==> src/rtl/pe_weight_loader.sv <==
// Weight/bias loader: pulls a packed word stream and serialises it into per-core weight shift
// strobes and one bias write per PE core. Define WEIGHT_LOADER_CHECKSUM_EN for a running input checksum.
module pe_weight_loader #(
  parameter int WEIGHT_WIDTH  = 16,
  parameter int FEATURE_WIDTH = 16,
  parameter int BIAS_WIDTH    = WEIGHT_WIDTH + FEATURE_WIDTH,
  parameter int PE_CORE_NUM   = 8,
  parameter int KERNEL_SIZE   = 9
) (
  input  logic                    DSP_clk,
  input  logic                    rst,
  input  logic                    start,
  output logic                    busy,
  output logic                    load_done,
  input  logic [WEIGHT_WIDTH-1:0] in_data,
  input  logic                    in_valid,
  output logic                    in_ready,
  output logic [WEIGHT_WIDTH-1:0] weight,
  output logic [PE_CORE_NUM-1:0]  weight_valid,
  output logic [BIAS_WIDTH-1:0]   bias,
  output logic [PE_CORE_NUM-1:0]  bias_valid,
  output logic [31:0]             checksum
);

  localparam int BW     = BIAS_WIDTH / WEIGHT_WIDTH;
  localparam int CORE_W = (PE_CORE_NUM > 1) ? $clog2(PE_CORE_NUM) : 1;
  localparam int WCNT_W = (KERNEL_SIZE > 1) ? $clog2(KERNEL_SIZE) : 1;
  localparam int BCNT_W = (BW > 1) ? $clog2(BW) : 1;

  typedef enum logic [1:0] {IDLE, LOAD_W, LOAD_B, DONE} state_t;

  state_t                  state;
  state_t                  state_next;
  logic [CORE_W-1:0]       core_cnt;
  logic [WCNT_W-1:0]       w_cnt;
  logic [BCNT_W-1:0]       b_cnt;
  logic [BIAS_WIDTH-1:0]   bias_asm;
  logic [BIAS_WIDTH-1:0]   bias_next;
  logic [PE_CORE_NUM-1:0]  core_onehot;
  logic                    hs;
  logic                    start_ok;
  logic                    last_w;
  logic                    last_b;
  logic                    last_core;

  // Handshake: a word transfers on a rising edge where in_valid & in_ready are both high;
  // in_ready is a decode of the state register only and never looks at in_valid.
  assign in_ready    = (state == LOAD_W) || (state == LOAD_B);
  assign hs          = in_valid & in_ready;
  assign start_ok    = (state == IDLE) & start & ~load_done;
  assign last_w      = (w_cnt == WCNT_W'(KERNEL_SIZE - 1));
  assign last_b      = (b_cnt == BCNT_W'(BW - 1));
  assign last_core   = (core_cnt == CORE_W'(PE_CORE_NUM - 1));
  assign core_onehot = PE_CORE_NUM'(1) << core_cnt;

  always_ff @(posedge DSP_clk or posedge rst) begin
    if (rst) state <= IDLE;
    else     state <= state_next;
  end

  always_comb begin
    state_next = state;
    case (state)
      IDLE:    if (start_ok) state_next = LOAD_W;
      LOAD_W:  if (hs && last_w) state_next = LOAD_B;
      LOAD_B:  if (hs && last_b) state_next = last_core ? DONE : LOAD_W;
      DONE:    state_next = IDLE;
      default: state_next = IDLE;
    endcase
  end

  // Bias assembly with the current word dropped into its slice, so the final word is included.
  always_comb begin
    bias_next = bias_asm;
    bias_next[b_cnt*WEIGHT_WIDTH +: WEIGHT_WIDTH] = in_data;
  end

  always_ff @(posedge DSP_clk or posedge rst) begin
    if (rst) begin
      busy         <= 1'b0;
      load_done    <= 1'b0;
      weight       <= '0;
      weight_valid <= '0;
      bias         <= '0;
      bias_valid   <= '0;
      bias_asm     <= '0;
      core_cnt     <= '0;
      w_cnt        <= '0;
      b_cnt        <= '0;
    end else begin
      weight_valid <= '0;
      bias_valid   <= '0;
      load_done    <= (state == DONE);
      if (state == DONE) busy <= 1'b0;
      if (start_ok) begin
        busy     <= 1'b1;
        core_cnt <= '0;
        w_cnt    <= '0;
        b_cnt    <= '0;
      end
      if (hs && state == LOAD_W) begin
        weight       <= in_data;
        weight_valid <= core_onehot;
        if (last_w) begin
          w_cnt <= '0;
          b_cnt <= '0;
        end else begin
          w_cnt <= w_cnt + 1'b1;
        end
      end
      if (hs && state == LOAD_B) begin
        bias_asm <= bias_next;
        if (last_b) begin
          b_cnt      <= '0;
          w_cnt      <= '0;
          bias       <= bias_next;
          bias_valid <= core_onehot;
          core_cnt   <= last_core ? '0 : core_cnt + 1'b1;
        end else begin
          b_cnt <= b_cnt + 1'b1;
        end
      end
    end
  end

`ifdef WEIGHT_LOADER_CHECKSUM_EN
  logic [31:0] cks;

  always_ff @(posedge DSP_clk or posedge rst) begin
    if (rst)           cks <= '0;
    else if (start_ok) cks <= '0;
    else if (hs)       cks <= cks + 32'(in_data);
  end

  assign checksum = cks;
`else
  assign checksum = '0;
`endif

endmodule

==> config.mk <==
export PLATFORM = sky130hd
export DESIGN_NAME = pe_weight_loader
export DESIGN_NICKNAME = d
export VERILOG_FILES = /design/src/rtl/pe_weight_loader.sv
export SDC_FILE = /design/constraint.sdc
export NUM_CORES = 1
export LEC_CHECK = 0
export ABC_AREA = 1
export BUFFER_PORTS_ARGS = -buffer_cell sky130_fd_sc_hd__buf_4
export CORE_ASPECT_RATIO = 1.4
export CORE_MARGIN = 2
export CORE_UTILIZATION = 40
export DETAILED_ROUTE_END_ITERATION = 8
export PLACE_DENSITY = 0.75
export SETUP_SLACK_MARGIN = 0.15
export SYNTH_ARGS = -nofsm -noshare
export SYNTH_HDL_FRONTEND = slang
export SYNTH_SLANG_ARGS = --single-unit
==> constraint.sdc <==
create_clock -name DSP_clk -period 4.26 [get_ports DSP_clk]
set_input_delay 1.065 -clock DSP_clk [delete_from_list [all_inputs] [get_ports DSP_clk]]
set_output_delay 1.065 -clock DSP_clk [all_outputs]
set_load 0.1 [all_outputs]
==> results of run 1 <==
-- registers in the layout, indices dropped and copies added, names as in the netlist --
| signal | cells |
|---|---|
| b_cnt | 1 |
| bias | 32 |
| bias_asm | 16 |
| bias_valid | 8 |
| busy | 1 |
| core_cnt | 3 |
| load_done | 1 |
| state | 2 |
| w_cnt | 4 |
| weight | 16 |
| weight_valid | 8 |
-- layout make-up --
cell class              instances  area (um2)
well taps                     132         165
clock inverters                 6        47.5
inverters                      38         150
multi-input cells             270        1240
repair buffers                 87         653
fillers                       872        4720
clock buffers                  10         229
flip-flops and latches         92        2300
-- per-stage QoR --
stage,setup slack (ns),area [um2],cells
after global routing,1.59,4790,635
after detailed placement,1.85,4510,619
final,1.65,4790,635
after CTS,1.64,4790,635
after floorplan,0.803,4060,449
after global placement,1.92,4510,619
-- layout by cell type (no fill, tap or decap), types with 2 or more instances in the layout --
cell / synthesis / layout
nand2_1: 95 / 95
dfrtp_1: 92 / 92
buf_4: 33 / 87
nor2_1: 55 / 55
inv_1: 35 / 34
o21ai_0: 33 / 33
conb_1: 1 / 32
nor3_1: 12 / 12
ha_1: 12 / 12
nand3_1: 11 / 11
clkbuf_16: 0 / 9
o21ai_1: 7 / 7
a21oi_1: 4 / 4
inv_6: 1 / 3
nand2_4: 2 / 2
clkinv_4: 0 / 2
-- synth_stat cells, types with 2 or more instances --
cell type	instances	area share
o21ai_0	33	0.042
o21ai_1	7	0.0089
nand2_1	95	0.090
ha_1	12	0.038
buf_2	8	0.010
nand3_1	11	0.014
nor3_1	12	0.015
nor2_1	55	0.052
a21oi_1	4	0.0051
dfrtp_1	92	0.58
buf_4	33	0.063
inv_1	35	0.033
nand2_4	2	0.0057
buf_6	6	0.017
-- routing by layer --
layer | global-route usage | vias to the layer above
li1 | - | 1386
met1 | 0.196 | 1350
met2 | 0.249 | 86
met3 | 0.0361 | 13
met4 | 0.0673 | 0
met5 | 0 | -
-- worst max-delay path: stages, from the launching register on --
cell and delay [ns]:
dfrtp_1 0.44, inv_1 0.10, ha_1 0.36, buf_4 0.32
-- cells by family (layout without fill, tap and decap cells) --
group	after synthesis	after routing
AND/OR/NAND/NOR	179	179
flip-flops	92	92
buffers and inverters	87	141
AO/OA/AOI/OAI	46	46
adder cells (fa/ha/maj)	12	12
other	1	32
XOR/XNOR	1	1
-- worst max-delay path by stage --
stage | slack (ns) | startpoint | end | cells after the start
2_1_floorplan | 0.80 | rst | b_cnt | 1
3_3_place_gp | 1.92 | in_valid | bias_asm[10] | 7
3_5_place_dp | 1.85 | in_valid | bias_asm[7] | 7
4_1_cts | 1.64 | state[1] | in_ready | 3
5_1_grt | 1.59 | state[1] | in_ready | 3
6_report | 1.65 | state[1] | in_ready | 3
==> impl_summary.md, run 1 <==
Run status
The run finished with clean final reports.

Worst hold path
For hold timing, the worst endpoint is bias[12]. The classification of the worst-slack hold path is reg -> reg. The worst hold path was traced through 2 stages.

The launch point of the worst hold path is bias_asm[12].

STA
The fraction of the cycle the final worst path needs is 0.613. The transition time at the pin with the least slew margin is 1.11 ns. The routed design could run at a clock period as short as ~2.6 ns. The worst-case clock skew is slightly above 0.006 ns. In this run the tightest slew margin relative to its limit is 0.258. The max-slew violation count is 0.

Setup total negative slack on the finished layout was measured at 0 ns. The final-report hold violation count was 0. The peak clock frequency supported by timing is ~380 MHz.

Setup repair after global routing left no endpoint under its margin. On the final layout, the worst hold slack is about 0.46 ns. The number of setup violations in the final report is 0.

Worst setup path
Counting cells, the worst reg-to-reg path comes to 8. STA classifies the critical path endpoint as a primary output. At the worst endpoint, the arrival time is 1.55 ns.

The endpoint required time on the critical path is between 3 and 4 ns. The reg-to-reg startpoint is state[1]. The reg2reg setup slack is around 2.2 ns. The worst setup path is of the reg -> out kind. The largest fanout on the critical path is 6. The critical path startpoint category is a flip-flop. The end of the worst register-to-register path is bias_asm[10].

Detailed routing
After detailed routing, the total wire length is a little under 8000 um. The detailed router put a total of approximately 3200 um of wire on met1. The overall via count from detail_route is 2835. In the final routed layout, each cell accounts on average for 12.2 um. The wire length on met3 is between 400 and 500 um. After the first detailed-routing iteration, the DRC count stood at about 150. The detail route stage leaves a number of antenna-violating nets equal to 0.

Wire segments on met2 add up to about 3900 um in the final route. After detailed routing, the number of remaining DRC violations is 0. The number of detailed-route iterations in the first pass is 4.

The top layer reached by signal wires is met4. Using the TritonRoute via totals, the vias-per-cell ratio works out to between 4 and 5.

Clock tree
The number of buffers added to fix hold violations after cts is 0. The largest buffer count on any clock path is 2. The H-tree was split into 3 levels. The number of setup buffers added after CTS is 0. The TritonCTS clock tree is built.

After clock tree synthesis, the clock-pin slew on the worst setup and hold paths is 0.06 ns. The TritonCTS sink count is 92. The post-cts repair resize count is 0. In this run the clock root is driven by a clkbuf_16. The clock latency of the later-clocked register in the worst-skew pair is approximately 0.34 ns. The TritonCTS buffer count is 9.

Global routing
The initial antenna violation count is 0. For this run, the total global-route usage over all layers was measured as 0.154. The via count of the first global-routing pass is about 2700.

Global routing finished with a remaining overflow of 0. The pin count of the biggest net entering global routing is 93. The first global-routing pass estimated 12800 um of wire.

Yosys
The synthesized area per cell is 9.43 um2. The area fraction in and, or, nand and nor cells after synthesis is 0.185. The primary flip-flop cell chosen by synthesis mapping is dfrtp_1. The cell count after synthesis is between 400 and 500. The number of synthesis warnings is 0.

The async set-or-reset flop fraction in the synthesized netlist is 1.00. The complex-gate fraction of the synthesized area is 0.0594. For this run, the register share of the synthesized area comes to 0.584. Counting distinct cell types in the post-synthesis netlist gives 27. The number of enable flip-flop cells after synthesis is 0. The synthesized design contains between 90 and 100 register bits.

Of the total synthesized cell area, the portion taken by full adders, half adders and majority gates is 0.0381. The largest family of logic cells by synthesized area is simple AND/OR/NAND/NOR gates. Of the post-synthesis cell area, the part taken by muxes is 0. Of the total synthesized cell area, the portion taken by XOR and XNOR cells is 0.00222. The synthesized area is ~0.004 mm2.

Layout
Compared with the post-synthesis result, the final layout area differs by 21.6%. The utilization after layout is 0.504. In the final layout, the share of cells above drive strength 1 is 0.217.

For this run, the post-layout net count is 530. The number of antenna repair diodes is 0.

Die
During I/O placement, the number of pins put on the boundary was 119. The initialized floorplan defines 42 standard-cell rows. The initial cell density of the core is 0.414.

The width of the chip is a little under 90 um. The height of the die is 121 um. The full die area is 0.0107 mm2. The total core area is about 0.0095 mm2.

Place
The congestion estimate from routability-driven global placement came to approximately 0.8. Summed over all nets, the half-perimeter wirelength after detailed placement is around 5300 um. The number of input and output port buffers inserted is 86.

Flow run
The tool flagged a number of max-cap violations equal to 0.
Power of run 1 is not shown: default switching activity piles up to over one toggle a cycle in this logic, so the estimate is an artifact.
==> inputs of run 2 (changes only) <==
--- a/config.mk
+++ b/config.mk
@@ -11,7 +11,7 @@
 export CORE_MARGIN = 2
 export CORE_UTILIZATION = 40
 export DETAILED_ROUTE_END_ITERATION = 8
-export PLACE_DENSITY = 0.75
+export PLACE_DENSITY = 0.77
 export SETUP_SLACK_MARGIN = 0.15
 export SYNTH_ARGS = -nofsm -noshare
 export SYNTH_HDL_FRONTEND = slang
==> constraint.sdc (replaced) <==
create_clock -name DSP_clk -period 2.4 [get_ports DSP_clk]
set_input_delay 0.6 -clock DSP_clk [delete_from_list [all_inputs] [get_ports DSP_clk]]
set_output_delay 0.6 -clock DSP_clk [all_outputs]
set_load 0.1 [all_outputs]
==> run 2 against run 1 <==
Setup slack worse by 1.4 ns. Register-to-register slack got worse by 1.7 ns. Non-clock buffer count grew 5. Sequential share of layout area is 1.1 points lower. Clock skew about the same. Routed wire length rose by 2.8%. Cell area up 2.4%. Worst hold slack worse by 0.15 ns. Final cell count grew 0.79%. Die area unchanged. Highest routed layer unchanged.
==> impl_summary.md, run 2 (synthesis results as in run 1) <==
Worst setup path
The worst register-to-register path begins at state[0]. The first element of the critical path is state[1]. The critical path start-end classification is reg -> out. The largest fanout on the critical path was 6 (unchanged). The reg2reg setup slack is 0.54 ns (-1.65 ns). The critical path startpoint category is a flip-flop. The endpoint required time on the critical path was 1.80 ns (-1.39 ns). The worst endpoint data arrival time is 1.51 ns (-0.04 ns). The signal on the critical path passes through inv_1, ha_1, buf_4. STA classifies the critical path endpoint as a primary output. The slowest stage of the critical path belongs to the cell dfrtp_1. The peak per-stage delay on the critical path is 0.43 ns (about the same). The count of cells along the worst register-to-register path is 8 (unchanged).

Clock tree
The largest buffer count on any clock path is 2 (unchanged). The deepest level of the CTS H-tree is 3 (unchanged). The number of buffers added to fix hold violations after cts is 0 (unchanged). The cell at the root of the clock tree is clkbuf_16.

The clock latency of the later-clocked register in the worst-skew pair is 0.33 ns (about the same). The setup fix buffers added after clock tree synthesis is 0 (unchanged). The TritonCTS clock tree is built. The TritonCTS buffer count is 9 (unchanged). The post-cts repair resize count is 0 (unchanged).

The TritonCTS sink count came to 92 (unchanged). The post-CTS clock slew at the launch and capture registers of the worst setup and hold paths came to 0.06 ns (about the same).

Die
The height of the die came to 121 um (unchanged). The width of the chip came to 87.9 um (unchanged). The initial cell density of the core is 0.414 (unchanged). The total core area is 0.00951 mm2 (unchanged). The site row count is 42 (unchanged). The number of ports placed on the die boundary is 119 (unchanged). The full die area is 0.0107 mm2 (unchanged).

Worst hold path
The classification of the worst-slack hold path is in -> async.

STA
The fraction of the cycle the final worst path needs is 0.878. The final-report hold violation count is 0 (unchanged). The transition time at the pin with the least slew margin is 0.715 ns (-0.399 ns). The normalized max-slew margin came to 0.522 (+0.265). The number of setup violations in the final report is 0 (unchanged). The post-route worst hold slack is 0.312 ns (-0.151 ns). Static timing analysis puts the maximum clock frequency at roughly 470 MHz. The worst-case clock skew came to 0.00644 ns (+0.000278 ns). The worst path needs around 2.1 ns of the cycle, external delays included.

Setup repair after global routing left no endpoint under its margin. The max-slew violation count came to 0 (unchanged). The post-route setup TNS is 0 ns (unchanged).

Global routing
The global-route usage over all layers is 0.158 (+0.00405). The total congestion overflow came to 0 (unchanged). The via count of the first global-routing pass is 2788 (+2.8%). The initial antenna violation count is 0 (unchanged). The global-route wire length before repair is 13100 um (+2.6%). The pin count of the biggest net entering global routing is 38 (-59%).

Place
The number of input and output port buffers inserted is 86 (unchanged). The final RePlAce weighted congestion is 0.779 (-1.7%). The cell total after placement is 624 (+0.81%). The post-detailed-placement half-perimeter wirelength is 5740 um (+7.4%).

Detailed routing
The first-iteration detailed-routing DRC count was 71 (-53%). The number of DRC violations after detailed routing is 0 (unchanged). The per-cell via count in the routed design is 4.48 (+0.34%). The residual antenna-violating net count after detailed routing is 0 (unchanged). The total wire length after detailed routing is 7940 um (+2.8%).

The final routed wire length divided by cell count was 12.4 um (+2.0%). The overall via count from detail_route is 2867 (+1.1%). The number of detailed-route iterations in the first pass is 5 (+1).

Layout
The area taken by flip-flops and latches is 0.00230 mm2 (unchanged). The post-synthesis to final-layout area growth is 24.5%. The register with the most flip-flops in the final layout is bias. Leaving out fill and tap cells, the most frequent cells in the layout are 95 x nand2_1, 92 x dfrtp_1, 90 x buf_4. The number of filler cells placed in the layout is 852 (-2.3%). The number of nets in the final layout is 535 (+0.94%). The utilization after layout was 0.516 (+0.0122). The most common library cell in the layout ignoring fill and taps is nand2_1.

The post-route non-filler standard cell count is 640 (+0.79%). The number of antenna repair diodes came to 0 (unchanged). The largest registers in the layout are bias x32, bias_asm x16, weight x16. The proportion of layout cells with a drive suffix above 1 is 0.222 (+0.00574). The flip-flop count of the largest register after layout is 32 (unchanged). The area occupied by multi-input gates is 0.00124 mm2 (unchanged).

Run status
The flow ran to the end, and the final reports show no timing, DRC or antenna violations.

Flow run
The max-capacitance violation count is 0 (unchanged).
run 2: final timing paths:
check                                 to
min in group DSP_clk             bias[0]
min reg2reg                      bias[0]
max reg2reg                  bias_asm[8]
max in group asynchronous  bias_valid[1]
min                             bias[31]
max                             in_ready
run 2: cell type report:
| type | instances | share of cell area |
|---|---|---|
| flip-flops and latches | 92 | 0.469 |
| clock inverters | 3 | 0.0140 |
| clock buffers | 13 | 0.0530 |
| repair buffers | 92 | 0.146 |
| multi-input cells | 270 | 0.253 |
| well taps | 132 | 0.0337 |
| inverters | 38 | 0.0309 |
run 2: metrics by stage:
step / worst slack, ns / area, um2
final: 0.292 / 4910
after global placement: 0.592 / 4580
after detailed placement: 0.511 / 4580
after CTS: 0.288 / 4910
after global routing: 0.214 / 4910
after floorplan: 0.253 / 4060
run 2: worst max-delay path, delay by kind of cell, from the launching register on:
family,cells,cell delay (ns)
adder cells (fa/ha/maj),1,0.35
buffers and inverters,2,0.40
flip-flops,1,0.43
run 2: layer usage:
layer  GRT usage  up-vias  routed length, um  part of all wire
met5           0        -                  0                 0
li1            -     1400                  -                 -
met2       0.264       88               4090              0.52
met3      0.0429       10                469             0.059
met1       0.194     1369               3250              0.41
met4      0.0577        0                131             0.016
Power of run 2 is left out for the same reason.
==> inputs of run 3 (changes only) <==
--- a/config.mk
+++ b/config.mk
@@ -10,6 +10,7 @@
 export CORE_ASPECT_RATIO = 1.4
 export CORE_MARGIN = 2
 export CORE_UTILIZATION = 40
+export CTS_BUF_LIST = sky130_fd_sc_hd__clkbuf_4 sky130_fd_sc_hd__clkbuf_8 sky130_fd_sc_hd__clkbuf_16
 export DETAILED_ROUTE_END_ITERATION = 8
 export PLACE_DENSITY = 0.77
 export SETUP_SLACK_MARGIN = 0.15
==> run 3 against run 2 <==
First-iteration DRC count down 5.6%. Highest routed layer unchanged. Routed wire length about the same. Utilization is 0.079 points higher. Global-route usage about the same. Critical path type unchanged. Fmax about the same. Non-clock buffer count unchanged. Final cell count unchanged. Worst hold slack improved by 0.0022 ns.
==> impl_summary.md, run 3 (synthesis results as in run 1) <==
STA
The max-slew violation count is 0 (unchanged). The post-route setup TNS came to 0 ns (unchanged). The final worst setup slack came to 0.293 ns (+0.00104 ns).

Setup repair after global routing left no endpoint under its margin. The final-report hold violation count is 0 (unchanged). The number of setup violations in the final report was 0 (unchanged). The peak clock frequency supported by timing came to 475 MHz (about the same). The minimum period implied by the final worst setup slack is 2.11 ns (-0.00104 ns).

The transition time at the pin with the least slew margin was 0.722 ns (+0.00717 ns). The worst-case clock skew is 0.00663 ns (+0.000193 ns). The fraction of the cycle the final worst path needs is 0.878 (about the same).

The normalized max-slew margin came to 0.518 (-0.00479).

Global routing
The pin count of the biggest net entering global routing is 38 (unchanged). The global-route usage over all layers is 0.158 (-0.000426). The initial antenna violation count is 0 (unchanged). The total congestion overflow is 0 (unchanged).

The via count of the first global-routing pass was 2781 (-0.25%). The global-route wire length before repair was 13100 um (-0.11%).

Worst setup path
The reg2reg setup slack is 0.53 ns (about the same). The count of cells along the worst register-to-register path was 5 (-3). The nature of the critical path endpoint is a primary output. The worst endpoint data arrival time is 1.51 ns (about the same). The cell class contributing the biggest share of worst-path delay is flip-flops. The buffers plus inverters on the worst setup path is 2 (unchanged). The signal on the critical path passes through inv_1, ha_1, buf_4.

The largest fanout on the critical path is 6 (unchanged). The most critical setup path has its startpoint at state[1]. The peak per-stage delay on the critical path was 0.43 ns (about the same).

The worst register-to-register path begins at state[1]. The endpoint required time on the critical path came to 1.80 ns (about the same). The standard cell with the maximum stage delay on the critical path is dfrtp_1. The critical path is of the reg -> out type. The worst setup path is launched from a flip-flop.

The end of the worst register-to-register path is weight[4].

Layout
More flip-flops sit in one register than any other, and that register is bias. The post-route non-filler standard cell count is 640 (unchanged). The post-synthesis to final-layout area growth is 24.7%. The number of filler cells placed in the layout is 852 (unchanged). Leaving out fill and tap cells, the most frequent cell in the layout is nand2_1. The flip-flop count of the largest register after layout is 32 (unchanged). The number of nets in the final layout is 535 (unchanged). The area occupied by multi-input gates is 0.00124 mm2 (unchanged). The proportion of layout cells with a drive suffix above 1 is 0.226 (+0.00394). The number of antenna repair diodes is 0 (unchanged).

In the final layout, the registers with the most flip-flops are bias x32, bias_asm x16, weight x16. The area taken by flip-flops and latches is 0.00230 mm2 (unchanged). The library cells used most frequently in the layout, excluding fill and tap cells, are 95 x nand2_1, 92 x dfrtp_1, 90 x buf_4.

Flow run
The max-capacitance violation count is 0 (unchanged).

Detailed routing
The residual antenna-violating net count after detailed routing is 0 (unchanged). The first-iteration detailed-routing DRC count came to 67 (-5.6%). The per-cell via count in the routed design is 4.46 (-0.38%). The overall via count from detail_route came to 2856 (-0.38%). The total wire length after detailed routing is 7940 um (about the same). The number of detailed-route iterations in the first pass is 5 (unchanged).

The number of DRC violations after detailed routing came to 0 (unchanged). The final routed wire length divided by cell count is 12.4 um (about the same).

Die
The full die area is 0.0107 mm2 (unchanged). The number of ports placed on the die boundary is 119 (unchanged). The total core area is 0.00951 mm2 (unchanged). The site row count is 42 (unchanged). The initial cell density of the core is 0.414 (unchanged).

The width of the chip was 87.9 um (unchanged). The height of the die came to 121 um (unchanged).

Place
The cell total after placement is 624 (unchanged). The final RePlAce weighted congestion is 0.779 (unchanged). The number of input and output port buffers inserted is 86 (unchanged). The post-placement worst setup slack came to 0.511 ns (unchanged). The post-detailed-placement half-perimeter wirelength is 5740 um (unchanged).

Clock tree
The largest buffer count on any clock path is 2 (unchanged). The deepest level of the CTS H-tree came to 3 (unchanged). The number of buffers added to fix hold violations after cts is 0 (unchanged).

The post-CTS clock slew at the launch and capture registers of the worst setup and hold paths is 0.06 ns (about the same). The TritonCTS sink count is 92 (unchanged). The setup fix buffers added after clock tree synthesis is 0 (unchanged). The TritonCTS clock tree is built. The TritonCTS buffer count is 9 (unchanged).

The tree is rooted in a clkbuf_16. The clock latency of the later-clocked register in the worst-skew pair was 0.33 ns (about the same). The post-cts repair resize count came to 0 (unchanged).

Run status
The run finished with clean final reports.

Worst hold path
The classification of the worst-slack hold path is in -> async.
-- run 3: layout make-up --
class / count / area share
sequential: 92 / 0.468
tap: 132 / 0.0336
clock buffer: 13 / 0.0545
timing repair buffer: 92 / 0.146
multi-input combinational: 270 / 0.253
clock inverter: 3 / 0.0140
inverter: 38 / 0.0308
-- run 3: routing by layer --
| layer | up-vias | part of all wire | global-route usage |
|---|---|---|---|
| li1 | 1400 | - | - |
| met2 | 86 | 0.52 | 0.264 |
| met1 | 1360 | 0.41 | 0.194 |
| met5 | - | 0 | 0 |
| met3 | 10 | 0.059 | 0.0408 |
| met4 | 0 | 0.017 | 0.0577 |
-- run 3: how the worst max path moves through the flow --
stage	end	slack, ns	depth (start not counted)
2_1_floorplan	bias_asm[4]	0.25	8
3_3_place_gp	weight[10]	0.59	4
3_5_place_dp	weight[4]	0.51	4
4_1_cts	in_ready	0.29	3
5_1_grt	in_ready	0.22	3
6_report	in_ready	0.29	3
-- run 3: through the flow --
step	cell area, um2	hold slack (ns)	utilization
2_1_floorplan	4060	0.442	-
3_3_place_gp	4580	0.455	0.481
3_5_place_dp	4580	0.451	0.481
4_1_cts	4910	0.323	0.517
5_1_grt	4910	0.340	0.517
6_report	4910	0.314	0.517
Power of run 3 is left out for the same reason.
